==> src/rtl/relu_maxpool_pkg.sv <==
// rtl/relu_maxpool_pkg.sv - shared constants, sample type and pooling floor for relu_maxpool_29_2_16
// Pooling floor selected by RELU_MAXPOOL_RELU_EN (defined: 0, fused ReLU; undefined: most negative value).
package relu_maxpool_pkg;

   localparam int L            = 29;
   localparam int W            = 2;
   localparam int T            = 16;
   localparam int OUTS_PER_VEC = L / W;
   localparam int TAIL         = L % W;
   localparam int POOL_LEN     = OUTS_PER_VEC * W;
   localparam int E_W          = $clog2(L);
   localparam int W_W          = (W > 1) ? $clog2(W) : 1;

   typedef logic signed [T-1:0] sample_t;

   function automatic sample_t pool_floor(input int unsigned t);
      sample_t f;
`ifdef RELU_MAXPOOL_RELU_EN
      f = sample_t'(t) & '0;
`else
      f = sample_t'(1) << (t - 1);
`endif
      return f;
   endfunction

endpackage

==> src/rtl/relu_maxpool_29_2_16_pool_out_reg.sv <==
// rtl/relu_maxpool_29_2_16_pool_out_reg.sv - single-entry output register with valid/ready hold
// Upstream is stalled while a result sits undrained, so a load never overwrites a held value.
module pool_out_reg
   import relu_maxpool_pkg::*;
(
   input  logic    clk,
   input  logic    reset,
   input  logic    load_i,
   input  sample_t data_i,
   input  logic    y_ready_i,
   output sample_t y_data_o,
   output logic    y_valid_o,
   output logic    x_ready_o
);

   sample_t y_data_q, y_data_d;
   logic    y_valid_q, y_valid_d;

   always_comb begin
      y_data_d  = y_data_q;
      y_valid_d = y_valid_q;
      if (load_i) begin
         y_data_d  = data_i;
         y_valid_d = 1'b1;
      end else if (y_valid_q && y_ready_i) begin
         y_valid_d = 1'b0;
      end
   end

   always_ff @(posedge clk or posedge reset) begin
      if (reset) begin
         y_data_q  <= '0;
         y_valid_q <= 1'b0;
      end else begin
         y_data_q  <= y_data_d;
         y_valid_q <= y_valid_d;
      end
   end

   assign y_data_o  = y_data_q;
   assign y_valid_o = y_valid_q;
   assign x_ready_o = !(y_valid_q && !y_ready_i);

endmodule

==> src/rtl/relu_maxpool_29_2_16.sv <==
// rtl/relu_maxpool_29_2_16.sv - streaming ReLU + 1-D max-pool (window 2, stride 2) over 29-sample vectors
// Floor of the running max comes from RELU_MAXPOOL_RELU_EN via relu_maxpool_pkg::pool_floor.
module relu_maxpool_29_2_16
   import relu_maxpool_pkg::*;
(
   input  logic    clk,
   input  logic    reset,
   input  sample_t x_data,
   input  logic    x_valid,
   output logic    x_ready,
   output sample_t y_data,
   output logic    y_valid,
   input  logic    y_ready
);

   localparam sample_t FLOOR = pool_floor(T);

   logic [E_W-1:0] e_q, e_d;
   logic [W_W-1:0] w_q, w_d;
   sample_t        m_q, m_d;
   sample_t        win_max;
   logic           accept;
   logic           load;

   assign accept  = x_valid && x_ready;
   assign win_max = (x_data > m_q) ? x_data : m_q;

   always_comb begin
      e_d  = e_q;
      w_d  = w_q;
      m_d  = m_q;
      load = 1'b0;
      if (accept) begin
         if (e_q < E_W'(POOL_LEN)) begin
            if (w_q == W_W'(W - 1)) begin
               load = 1'b1;
               w_d  = '0;
               m_d  = FLOOR;
            end else begin
               w_d = w_q + 1'b1;
               m_d = win_max;
            end
         end
         // Tail samples fall through untouched; the vector wrap forces a clean window.
         if (e_q == E_W'(L - 1)) begin
            e_d = '0;
            w_d = '0;
            m_d = FLOOR;
         end else begin
            e_d = e_q + 1'b1;
         end
      end
   end

   always_ff @(posedge clk or posedge reset) begin
      if (reset) begin
         e_q <= '0;
         w_q <= '0;
         m_q <= FLOOR;
      end else begin
         e_q <= e_d;
         w_q <= w_d;
         m_q <= m_d;
      end
   end

   pool_out_reg u_out (
      .clk       (clk),
      .reset     (reset),
      .load_i    (load),
      .data_i    (win_max),
      .y_ready_i (y_ready),
      .y_data_o  (y_data),
      .y_valid_o (y_valid),
      .x_ready_o (x_ready)
   );

endmodule

==> config.mk <==
export PLATFORM = sky130hd
export DESIGN_NAME = relu_maxpool_29_2_16
export DESIGN_NICKNAME = d
export VERILOG_FILES = /design/src/rtl/relu_maxpool_pkg.sv /design/src/rtl/relu_maxpool_29_2_16_pool_out_reg.sv /design/src/rtl/relu_maxpool_29_2_16.sv
export SDC_FILE = /design/constraint.sdc
export NUM_CORES = 1
export LEC_CHECK = 0
export BUFFER_PORTS_ARGS = -buffer_cell sky130_fd_sc_hd__buf_4
export CORE_AREA = 4 4 62 76
export CTS_BUF_LIST = sky130_fd_sc_hd__clkbuf_16
export CTS_CLUSTER_DIAMETER = 80
export DETAILED_ROUTE_END_ITERATION = 16
export DIE_AREA = 0 0 66 80
export PLACE_DENSITY = 0.87
export RECOVER_POWER = 25
export SYNTH_ARGS = -nofsm -noshare
export SYNTH_HDL_FRONTEND = slang
export SYNTH_SLANG_ARGS = --single-unit
==> constraint.sdc <==
create_clock -name clk -period 2.9 [get_ports clk]
set_input_delay 0.29 -clock clk [delete_from_list [all_inputs] [get_ports clk]]
set_output_delay 0.29 -clock clk [all_outputs]
set_load 0.01 [all_outputs]
Word-level counts from Yosys, hierarchy flattened

Index checks and enable logic that the tools add are counted.

Register bits: 39
Bits of input ports: 20
Output and inout bits: 18

Add/sub/neg operators: 2
$lt $le $gt $ge: 2
Equality and inequality tests: 1
Muxes and demuxes: 13
Reductions and logical operators: 8

Operators with widths:

| kind                                         | count |
|---|---|
| two-way mux 16 bit                           | 4 |
| > comparator 16 bit                          | 1 |
| two-way mux 1 bit                            | 8 |
| adder 5 x 1 -> 5 bit (second input constant) | 1 |
| == test 5 bit (second input constant)        | 1 |
| < comparator 5 bit (second input constant)   | 1 |
| two-way mux 5 bit                            | 1 |
| nonzero test 2 bit                           | 2 |
| logical AND 1 bit                            | 3 |
| logical NOT 1 bit                            | 2 |
| AND reduction 2 bit                          | 1 |
| adder 1 bit (second input constant)          | 1 |

Logic depth before layout (Yosys ltp)

Gate-level depths: netlist of run 1.

Depth in word-level cells: 6
Mapped depth: 9
Gate-level depth less buffers: 8

By module

Synthesis of run 1 repeated with hierarchy kept, for this count alone.

Cells, all modules: 195
Area, all modules: 2,287.2 sq um

Modules (own cells, without submodules):

| module               | instances | cells an instance | area an instance (sq um) | sequential area each (sq um) |
|---|---|---|---|---|
| relu_maxpool_29_2_16 | 1         | 157               | 1,600.3                  | 551.8 |
| pool_out_reg         | 1         | 38                | 686.9                    | 425.4 |

Least setup slack after synthesis of run 1

Ideal clock, no wire load.

Kind: flip-flop to flip-flop
Start: register m_q[15]
End: register m_q[10]
Setup time: 0.065 ns
Arrival time: 2.512 ns
Path slack: 0.322 ns
Cell stages (with the launch flop): 9
Buffers on the path: 1
Clock period less this slack: 2.578 ns
Cells stage by stage: dfstp_2 inv_1 ha_1 nand4_1 a2111o_1 a32oi_4 nor4b_4 buf_6 a22o_1

Longest elaborated chain between the ends: 5

RTL lines:

| what                   | RTL line                   | RTL |
|---|---|---|
| from (decl)            | relu_maxpool_29_2_16.sv:20 | `sample_t m_q, m_d;` |
| from (signal assigned) | relu_maxpool_29_2_16.sv:63 | `m_q <= m_d;` |
| > comparator 16 bit    | relu_maxpool_29_2_16.sv:26 | `assign win_max = (x_data > m_q) ? x_data : m_q;` |
| two-way mux 16 bit     | relu_maxpool_29_2_16.sv:26 |  |
| two-way mux 16 bit     | relu_maxpool_29_2_16.sv:35 | `if (w_q == W_W'(W - 1)) begin` |
| two-way mux 16 bit     | relu_maxpool_29_2_16.sv:34 | `if (e_q < E_W'(POOL_LEN)) begin` |
| two-way mux 16 bit     | relu_maxpool_29_2_16.sv:45 | `if (e_q == E_W'(L - 1)) begin` |

Every way passes these cells. The select of a mux whose other input is x is not followed.
A chain may end at the register's enable or synchronous reset.

Final worst setup path of run 1

Start: register m_q[15]
End: register m_q[9]

Same word-level chain as after synthesis.

==> results of run 1 <==
## worst min-delay path by stage
stage	cells after the start	to	slack, ns
4_1_cts	3	u_out.y_data_o[13]	0.15
5_1_grt	2	m_q[3]	0.25
2_1_floorplan	2	m_q[15]	0.39
3_3_place_gp	3	u_out.y_valid_o	0.44
6_report	2	m_q[5]	0.26
3_5_place_dp	3	u_out.y_valid_o	0.45
## cells in the mapped netlist (all sizes together), types with 4 or more instances
| master | number |
|---|---|
| a21oi | 22 |
| a22o | 16 |
| clkbuf | 7 |
| dfrtp | 38 |
| ha | 18 |
| inv | 20 |
| mux2i | 16 |
| nand2 | 10 |
| nand3 | 4 |
| nand4 | 5 |
| nor2 | 18 |
| o21ai | 7 |
## per-stage QoR
step | setup WS, ns | total power [mW] | cells | cell area [um^2] | hold WS (ns)
after floorplan | 0.322 | 2.07 | 207 | 2130 | 0.388
after global placement | 0.362 | 2.49 | 295 | 2480 | 0.441
after detailed placement | 0.271 | 2.56 | 295 | 2480 | 0.450
after CTS | 0.250 | 3.19 | 303 | 2650 | 0.153
after global routing | 0.160 | 3.41 | 303 | 2640 | 0.251
final | 0.251 | 3.16 | 303 | 2640 | 0.255
## worst register-to-register path: stages (launching register included)
cell	delay, ns
dfstp_2	0.52
inv_1	0.05
ha_1	0.30
nand4_1	0.18
a2111o_1	0.49
a32oi_4	0.38
nor4b_4	0.29
buf_4	0.23
a22o_1	0.15
## cell usage in the layout (no fill, tap or decap), types with 2 or more instances in the layout
cell type and instances:
a21oi_1 22, nor2_1 18, ha_1 18, buf_4 41
a31o_2 2, a21o_1 2, inv_1 20, a22o_1 16
o21ai_0 7, nand4_1 5, and2_1 2, nand2_1 10
nand3_1 4, clkbuf_16 5, dfrtp_1 38, mux2i_1 16
and3_1 2
## metal layers
metal | global-route usage, % | up-vias | share of wire (%)
li1 | - | 827 | -
met5 | 0 | - | 0
met4 | 6.71 | 0 | 1.9
met3 | 4.08 | 9 | 4.1
met1 | 22.6 | 806 | 43
met2 | 31.8 | 40 | 51
## where the power goes
part | internal (mW) | switching, mW | total (mW)
combinational | 0.752 | 0.761 | 1.51
sequential | 0.825 | 0.211 | 1.04
clock | 0.405 | 0.209 | 0.614
total | 1.98 | 1.18 | 3.16
## flip-flops by register name, indices dropped and copies added (netlist names)
signal           flops
u_out.y_valid_o      1
u_out.y_data_o      16
m_q                 16
e_q                  5
w_q                  1
## cells by family after synthesis
group,share of synthesized area (%)
buffers and inverters,5.63
and+or+nand+nor,10.7
adders and majority gates,10.6
AOI/OAI and AO/OA,19.7
DFF,45.8
muxes,7.51
## layout make-up
type | count | area, um^2 | share of cell area (%)
timing repair buffer | 43 | 319 | 12.1
inverter | 20 | 75.1 | 2.84
clock buffer | 5 | 125 | 4.73
multi-input combinational | 139 | 1030 | 39.2
clock inverter | 3 | 43.8 | 1.66
tap | 54 | 67.6 | 2.56
sequential | 39 | 977 | 37.0
==> impl_results.md, run 1 <==
- Largest net degree at the start of global routing: 40
- Reg-to-reg startpoint: m_q[15]
- CP Capture Type: flip-flop
- # port buffers: 37
- Clock latency on the worst-skew pair: roughly 0.28 ns
- Post-layout min period: 2.65 ns
- Power per standard cell area: 1200 nW/um^2
- Root buffer cell: clkbuf_16
- Die Height: 80 um
- Run status: finished with violations
- IO Count: 38
- DRC viols: 0
- EDFF count, synth: 0
- Min-delay worst type: input pin to flip-flop
- Cell taking the most area after synthesis: dfrtp_1
- 1st-iter DRT viols: approximately 130
- Post-synthesis async set-or-reset flop share: 100%
- TritonCTS clock tree: built
- Final period utilization: 91.4%
- Ant. Diodes: 0
- Critical-path top delay cell: dfstp_2
- DRT Pass-1 Iters: 4
- Hold_buf cts: 0
- CP max stage delay: 0.52 ns
- Ratio of cells with drive above 1 in the final layout: around 22%
- Commonest register cell after synthesis: dfrtp_1
- Cells along the critical path: inv_1 -> ha_1 -> nand4_1 -> a2111o_1 -> a32oi_4 -> nor4b_4 -> buf_4 -> a22o_1
- Reg-to-reg slack, setup: 0.25 ns
- Setup crit start kind: flip-flop
- Post-DRT Antenna Nets: 0
- Global Route Usage Sum: 18.5%
- Share of the synthesized area in the top cell type: 44.6%
- Initial Util: 54.5%
- Levels on crit path: 8
- Top delay family on crit path: compound AO/OA/AOI/OAI gates
- Crit path DAT: ~2.9 ns
- PostCTS Resize Cnt: 0
- Mapped Nets: 245
- Post-CTS setup buffer count: 0
- H-tree depth: 2
- Sequential area share after synthesis: between 40% and 50%
- CP Data Required Time: 3.12 ns
- Final Hold Viols: 0
- Critical path peak fanout: 10
- Drt total wl: 4510 um
- Synth unique cells: 34
- Vias in the first global route: 1665
- GP Congestion: 0.884
- Core Util, Final: between 60% and 70%
- Core Area: 3910 um^2
- Critical path type: flip-flop to flip-flop
- Mapped cell area: 2130 um^2
- Die area: 5280 um^2
- Worst setup path startpoint: m_q[15]
- Chip Width: 66 um
- Fill cell count: about 300
- Cell count after synthesis: 207
- RR Endpoint: m_q[9]
- Max Cap Viol: 1
- Worst Tran Pin Value: 2.10 ns
- Row cnt: 25
- Vias per cell: 5.55
- Clock Sinks: 39
- HP Start: x_data[5]
- Clock buffer depth: 2
- Setup violations, final: 0
- Synth top area cells: dfrtp_1 45%, ha_1 11%, mux2i_1 7.5%
- #FFs+latches synth: 39
- # nets final: 286
- Vias: 1682
- Layout Skew: 0.00500 ns
- Initial antenna violation count: 0
- Final Max Tran Viols: 40
- First-pass GRT wire length: 7560 um
- Worst setup endpoint: m_q[9]
- Area delta synth->final: 23.9%
- CTS Buf Count: 5
- Worst vdd ir: around 0.00076 V
- Fmax: between 300 and 400 MHz
- Clock slew at reported path FFs: 0.06 ns
- Unrepaired setup endpoints after global routing: no
- Failing checks: max-capacitance violations, max-slew violations
- CP bufs+invs: 2
- Wire per inst: approximately 15 um
- Yosys Warn Count: 0
- Hpwl dp: around 3400 um
- Grt total ovfl: 0
- Max-slew headroom: -39.8%
- Reg2Reg Depth: 8
- Setup TNS: 0 ns
- Leakage: 1.28 nW
- Mapped Avg Cell Area: 10.3 um^2
Power figures use the tool's default switching activity.
==> run 2: changes to the inputs <==
--- a/config.mk
+++ b/config.mk
@@ -6,12 +6,12 @@
 export NUM_CORES = 1
 export LEC_CHECK = 0
 export BUFFER_PORTS_ARGS = -buffer_cell sky130_fd_sc_hd__buf_4
-export CORE_AREA = 4 4 62 76
+export CORE_AREA = 4 4 68 83
 export CTS_BUF_LIST = sky130_fd_sc_hd__clkbuf_16
 export CTS_CLUSTER_DIAMETER = 80
 export DETAILED_ROUTE_END_ITERATION = 16
-export DIE_AREA = 0 0 66 80
-export PLACE_DENSITY = 0.87
+export DIE_AREA = 0 0 72 87
+export PLACE_DENSITY = 0.75
 export RECOVER_POWER = 25
 export SYNTH_ARGS = -nofsm -noshare
 export SYNTH_HDL_FRONTEND = slang
==> impl_results.md, run 2 (synthesis results as in run 1) <==
- Max Cap Viol: 1 (unchanged)
- Drt total wl: 4370 um (was 4510 um)
- Core Util, Final: 54.1% (was 67.6%)
- Run status: finished with violations (unchanged)
- Clock Sinks: 39 (unchanged)
- Critical path type: flip-flop to flip-flop (unchanged)
- CP Capture Type: flip-flop (unchanged)
- Post-layout min period: 2.61 ns (was 2.65 ns)
- # port buffers: 37 (unchanged)
- Global Route Usage Sum: 14.6% (was 18.5%)
- Power per standard cell area: 1160 nW/um^2 (was 1200 nW/um^2)
- FF/Latch Area: 977 um^2 (unchanged)
- Hold_buf cts: 0 (unchanged)
- Unrepaired setup endpoints after global routing: no (unchanged)
- Fmax: 383 MHz (was 377 MHz)
- Crit path DAT: 2.76 ns (was 2.86 ns)
- Root buffer cell: clkbuf_16 (unchanged)
- GP Congestion: 0.743 (was 0.884)
- Die area: 6260 um^2 (was 5280 um^2)
- Clock latency on the worst-skew pair: 0.28 ns (about the same)
- Final Max Tran Viols: 40 (unchanged)
- Largest net degree at the start of global routing: 40 (unchanged)
- Layout Skew: 0.00274 ns (was 0.00500 ns)
- Worst vdd ir: 0.000445 V (was 0.000761 V)
- Chip Width: 72 um (was 66 um)
- Final WS setup: 0.287 ns (was 0.251 ns)
- IO Count: 38 (unchanged)
- Commonest cells after routing, fill and taps aside: 41 x buf_4, 38 x dfrtp_1, 22 x a21oi_1 (unchanged)
- H-tree depth: 2 (unchanged)
- Post-DRT Antenna Nets: 0 (unchanged)
- Cell area after placement: 2480 um^2 (about the same)
- Core Area: 4830 um^2 (was 3910 um^2)
- TritonCTS clock tree: built (unchanged)
- Max-slew headroom: -43.0% (was -39.8%)
- PostCTS Resize Cnt: 0 (unchanged)
- Failing checks: max-capacitance violations, max-slew violations (unchanged)
- Commonest non-fill, non-tap cell in the layout: buf_4 (unchanged)
- Critical path peak fanout: 16 (was 10)
- Clock slew at reported path FFs: 0.05 ns (was 0.06 ns)
- Wire per inst: 14.2 um (was 14.9 um)
- 1st-iter DRT viols: 93 (was 128)
- Die Height: 87 um (was 80 um)
- Area delta synth->final: 22.7% (was 23.9%)
- Vias: 1673 (was 1682)
- Min-delay worst type: input pin to flip-flop (unchanged)
- Grt total ovfl: 0 (unchanged)
- Initial antenna violation count: 0 (unchanged)
- Vias per cell: 5.43 (was 5.55)
- Row cnt: 28 (was 25)
- Ratio of cells with drive above 1 in the final layout: 21.8% (was 22.5%)
- Clock buffer depth: 2 (unchanged)
- DRC viols: 0 (unchanged)
- Post-CTS setup buffer count: 0 (unchanged)
- Reg2Reg Depth: 8 (unchanged)
- DP Worst Slack: 0.301 ns (was 0.271 ns)
- Power consumption: 3.02 mW (was 3.16 mW)
- # nets final: 286 (unchanged)
- Final Hold Viols: 0 (unchanged)
- Multi-input combinational cell area: 1030 um^2 (unchanged)
- First-pass GRT wire length: 7280 um (was 7560 um)
- Worst Tran Pin Value: 2.15 ns (was 2.10 ns)
- Setup crit start kind: flip-flop (unchanged)
- Final instance area: 2620 um^2 (was 2640 um^2)
- Leakage: 1.26 nW (was 1.28 nW)
- Setup TNS: 0 ns (unchanged)
- CTS Buf Count: 5 (unchanged)
- Ant. Diodes: 0 (unchanged)
- Setup violations, final: 0 (unchanged)
- Initial Util: 44.1% (was 54.5%)
- CP Data Required Time: 3.04 ns (was 3.12 ns)
- Hold-critical path depth: 3 (was 2)
- Final period utilization: 90.1% (was 91.4%)
- Vias in the first global route: 1703 (was 1665)
- Hpwl dp: 3080 um (was 3370 um)
- DRT Pass-1 Iters: 4 (unchanged)
- Fill cell count: 446 (was 298)
run 2: worst max-delay path, cell delays in order, from the launching register on:
cell and delay, ns:
dfstp_2 0.52, inv_1 0.05, ha_1 0.31, nand4_1 0.20
a2111o_1 0.48, a32oi_4 0.24, buf_4 0.32, mux2i_1 0.27
a21oi_1 0.09
run 2: stage by stage:
| stage | hold WS [ns] | std cells |
|---|---|---|
| finish | 0.255 | 308 |
| global route | 0.255 | 308 |
| CTS | 0.157 | 308 |
| detailed placement | 0.457 | 301 |
| global placement | 0.447 | 301 |
| floorplan | 0.388 | 207 |
run 2: worst paths after layout:
| path | slack, ns | to | from |
|---|---|---|---|
| worst min register to register | 0.51 | m_q[15] | m_q[15] |
| max in group asynchronous | 0.87 | u_out.y_data_o[15] | reset |
| worst min-delay path | 0.26 | m_q[15] | x_data[15] |
| worst max register to register | 0.29 | u_out.y_data_o[12] | m_q[15] |
| min in group asynchronous | 0.80 | u_out.y_valid_o | reset |
| worst max-delay path | 0.29 | u_out.y_data_o[12] | m_q[15] |
run 2: area by class of cell:
type                            instances  share of cell area [%]
Multi-Input combinational cell        139                    39.6
Sequential cell                        39                    37.4
Timing Repair Buffer                   43                    12.2
Clock buffer                            5                    4.78
Inverter                               20                    2.87
Tap cell                               60                    2.87
Clock inverter                          2                   0.335
run 2: routing by layer:
layer	track usage, %	part of all wire, %	routed length (um)
met4	4.79	1.1	49
met5	0	0	0
met1	16.3	42	1840
met2	26.7	50	2200
met3	4.04	6.3	276
run 2: power by group:
part / leakage [nW] / switching [mW] / internal (mW)
registers: 0.472 / 0.199 / 0.826
logic: 0.722 / 0.746 / 0.747
clock network: 0.0671 / 0.194 / 0.308
total: 1.26 / 1.14 / 1.88
==> run 3: changes to the inputs <==
--- a/config.mk
+++ b/config.mk
@@ -5,7 +5,7 @@
 export SDC_FILE = /design/constraint.sdc
 export NUM_CORES = 1
 export LEC_CHECK = 0
-export BUFFER_PORTS_ARGS = -buffer_cell sky130_fd_sc_hd__buf_4
+export BUFFER_PORTS_ARGS = -buffer_cell sky130_fd_sc_hd__clkbuf_2
 export CORE_AREA = 4 4 68 83
 export CTS_BUF_LIST = sky130_fd_sc_hd__clkbuf_16
 export CTS_CLUSTER_DIAMETER = 80
==> impl_results.md, run 3 (synthesis results as in run 1) <==
- Worst Tran Pin Value: 2.12 ns (was 2.15 ns)
- Die Height: 87 um (unchanged)
- Worst setup path startpoint: m_q[15] (unchanged)
- Final WS setup: 0.383 ns (was 0.287 ns)
- Clock slew at reported path FFs: 0.05 ns (about the same)
- Post-layout min period: 2.52 ns (was 2.61 ns)
- CP Capture Type: flip-flop (unchanged)
- H-tree depth: 2 (unchanged)
- Final Max Tran Viols: 40 (unchanged)
- First-pass GRT wire length: 7600 um (was 7280 um)
- Clock buffer depth: 2 (unchanged)
- TritonCTS clock tree: built (unchanged)
- Post-DRT Antenna Nets: 0 (unchanged)
- 1st-iter DRT viols: 63 (was 93)
- Clock Sinks: 39 (unchanged)
- Worst vdd ir: 0.000502 V (was 0.000445 V)
- Fill cell count: 449 (was 446)
- Row cnt: 28 (unchanged)
- Run status: finished with violations (unchanged)
- CTS Buf Count: 5 (unchanged)
- Global Route Usage Sum: 15.3% (was 14.6%)
- Leakage: 1.25 nW (was 1.26 nW)
- Unrepaired setup endpoints after global routing: no (unchanged)
- Commonest cells after routing, fill and taps aside: 38 x dfrtp_1, 37 x clkbuf_2, 22 x a21oi_1, 22 x inv_1 (was 41 x buf_4, 38 x dfrtp_1, 22 x a21oi_1)
- Initial antenna violation count: 0 (unchanged)
- Post-CTS setup buffer count: 0 (unchanged)
- Area delta synth->final: 18.8% (was 22.7%)
- # nets final: 287 (was 286)
- Crit path DAT: 2.68 ns (was 2.76 ns)
- Hold_buf cts: 0 (unchanged)
- Core Area: 4830 um^2 (unchanged)
- Largest net degree at the start of global routing: 40 (unchanged)
- DP Worst Slack: 0.373 ns (was 0.301 ns)
- Fmax: 397 MHz (was 383 MHz)
- Die area: 6260 um^2 (unchanged)
- Commonest non-fill, non-tap cell in the layout: dfrtp_1 (was buf_4)
- Vias per cell: 5.36 (was 5.43)
- Reg-to-reg startpoint: m_q[15] (unchanged)
- Initial Util: 44.1% (unchanged)
- PostCTS Resize Cnt: 0 (unchanged)
- Layout Skew: 0.00425 ns (was 0.00274 ns)
- Final Hold Viols: 0 (unchanged)
- Vias: 1661 (was 1673)
- IO Count: 38 (unchanged)
- Max Cap Viol: 1 (unchanged)
- Wire per inst: 13.7 um (was 14.2 um)
- Setup violations, final: 0 (unchanged)
- Vias in the first global route: 1708 (was 1703)
- Setup crit start kind: flip-flop (unchanged)
- # port buffers: 37 (unchanged)
- DRT Pass-1 Iters: 4 (unchanged)
- Root buffer cell: clkbuf_16 (unchanged)
- Max-slew headroom: -41.1% (was -43.0%)
- Failing checks: max-capacitance violations, max-slew violations (unchanged)
- Grt total ovfl: 0 (unchanged)
- Final period utilization: 86.8% (was 90.1%)
- Ratio of cells with drive above 1 in the final layout: 22.0% (was 21.8%)
- Critical path type: flip-flop to flip-flop (unchanged)
- Hpwl dp: 3110 um (was 3080 um)
- Min-delay worst type: input pin to flip-flop (unchanged)
- Setup TNS: 0 ns (unchanged)
- Power per standard cell area: 1170 nW/um^2 (was 1160 nW/um^2)
- Drt total wl: 4250 um (was 4370 um)
- CP Data Required Time: 3.06 ns (was 3.04 ns)
- Ant. Diodes: 0 (unchanged)
- Chip Width: 72 um (unchanged)
- GP Congestion: 0.815 (was 0.743)
- Clock latency on the worst-skew pair: 0.28 ns (about the same)
- Critical path peak fanout: 16 (unchanged)
- HP Start: x_data[15] (unchanged)
- DRC viols: 0 (unchanged)
## run 3: worst max-delay path, stage by stage (launching register included)
cell      delay [ns]
dfstp_2         0.52
inv_1           0.05
ha_1            0.30
nand4_1         0.17
a2111o_1        0.48
a31o_2          0.25
a31o_2          0.35
a22o_1          0.27
## run 3: final timing paths
path	end	slack (ns)	depth (start not counted)
worst max-delay path	m_q[6]	0.38	7
worst min-delay path	m_q[15]	0.24	3
worst max register to register	m_q[6]	0.38	7
worst min register to register	e_q[4]	0.52	1
max in group asynchronous	m_q[11]	0.93	3
min in group asynchronous	e_q[1]	0.75	3
## run 3: where the power goes
group	switching [mW]	total (mW)	internal, mW
Sequential	0.200	1.02	0.825
Clock	0.201	0.511	0.310
Combinational	0.734	1.42	0.686
## run 3: metrics by stage
step | total power [mW] | util (%) | std cells | hold WS, ns | instance area (um^2)
floorplan | 2.07 | - | 207 | 0.388 | 2130
global placement | 2.43 | 49.6 | 302 | 0.420 | 2400
detailed placement | 2.48 | 49.6 | 302 | 0.424 | 2400
CTS | 3.01 | 52.5 | 310 | 0.129 | 2540
global route | 3.24 | 52.4 | 310 | 0.265 | 2530
finish | 2.96 | 52.4 | 310 | 0.244 | 2530
## run 3: final cells by class
cell class | instances | area (um^2) | area share [%]
clock buffers | 5 | 125 | 4.94
clock inverters | 3 | 12.5 | 0.494
inverters | 20 | 75.1 | 2.96
multi-input cells | 139 | 1030 | 40.8
flip-flops and latches | 39 | 977 | 38.6
well taps | 60 | 75.1 | 2.96
repair buffers | 44 | 234 | 9.23
## run 3: layer usage
layer  up-vias  track usage (%)  wire [um]
met2        32             26.6       2160
li1        828                -          -
met3         5             3.12        186
met4         0             6.15         65
met1       796             18.4       1840
met5         -                0          0
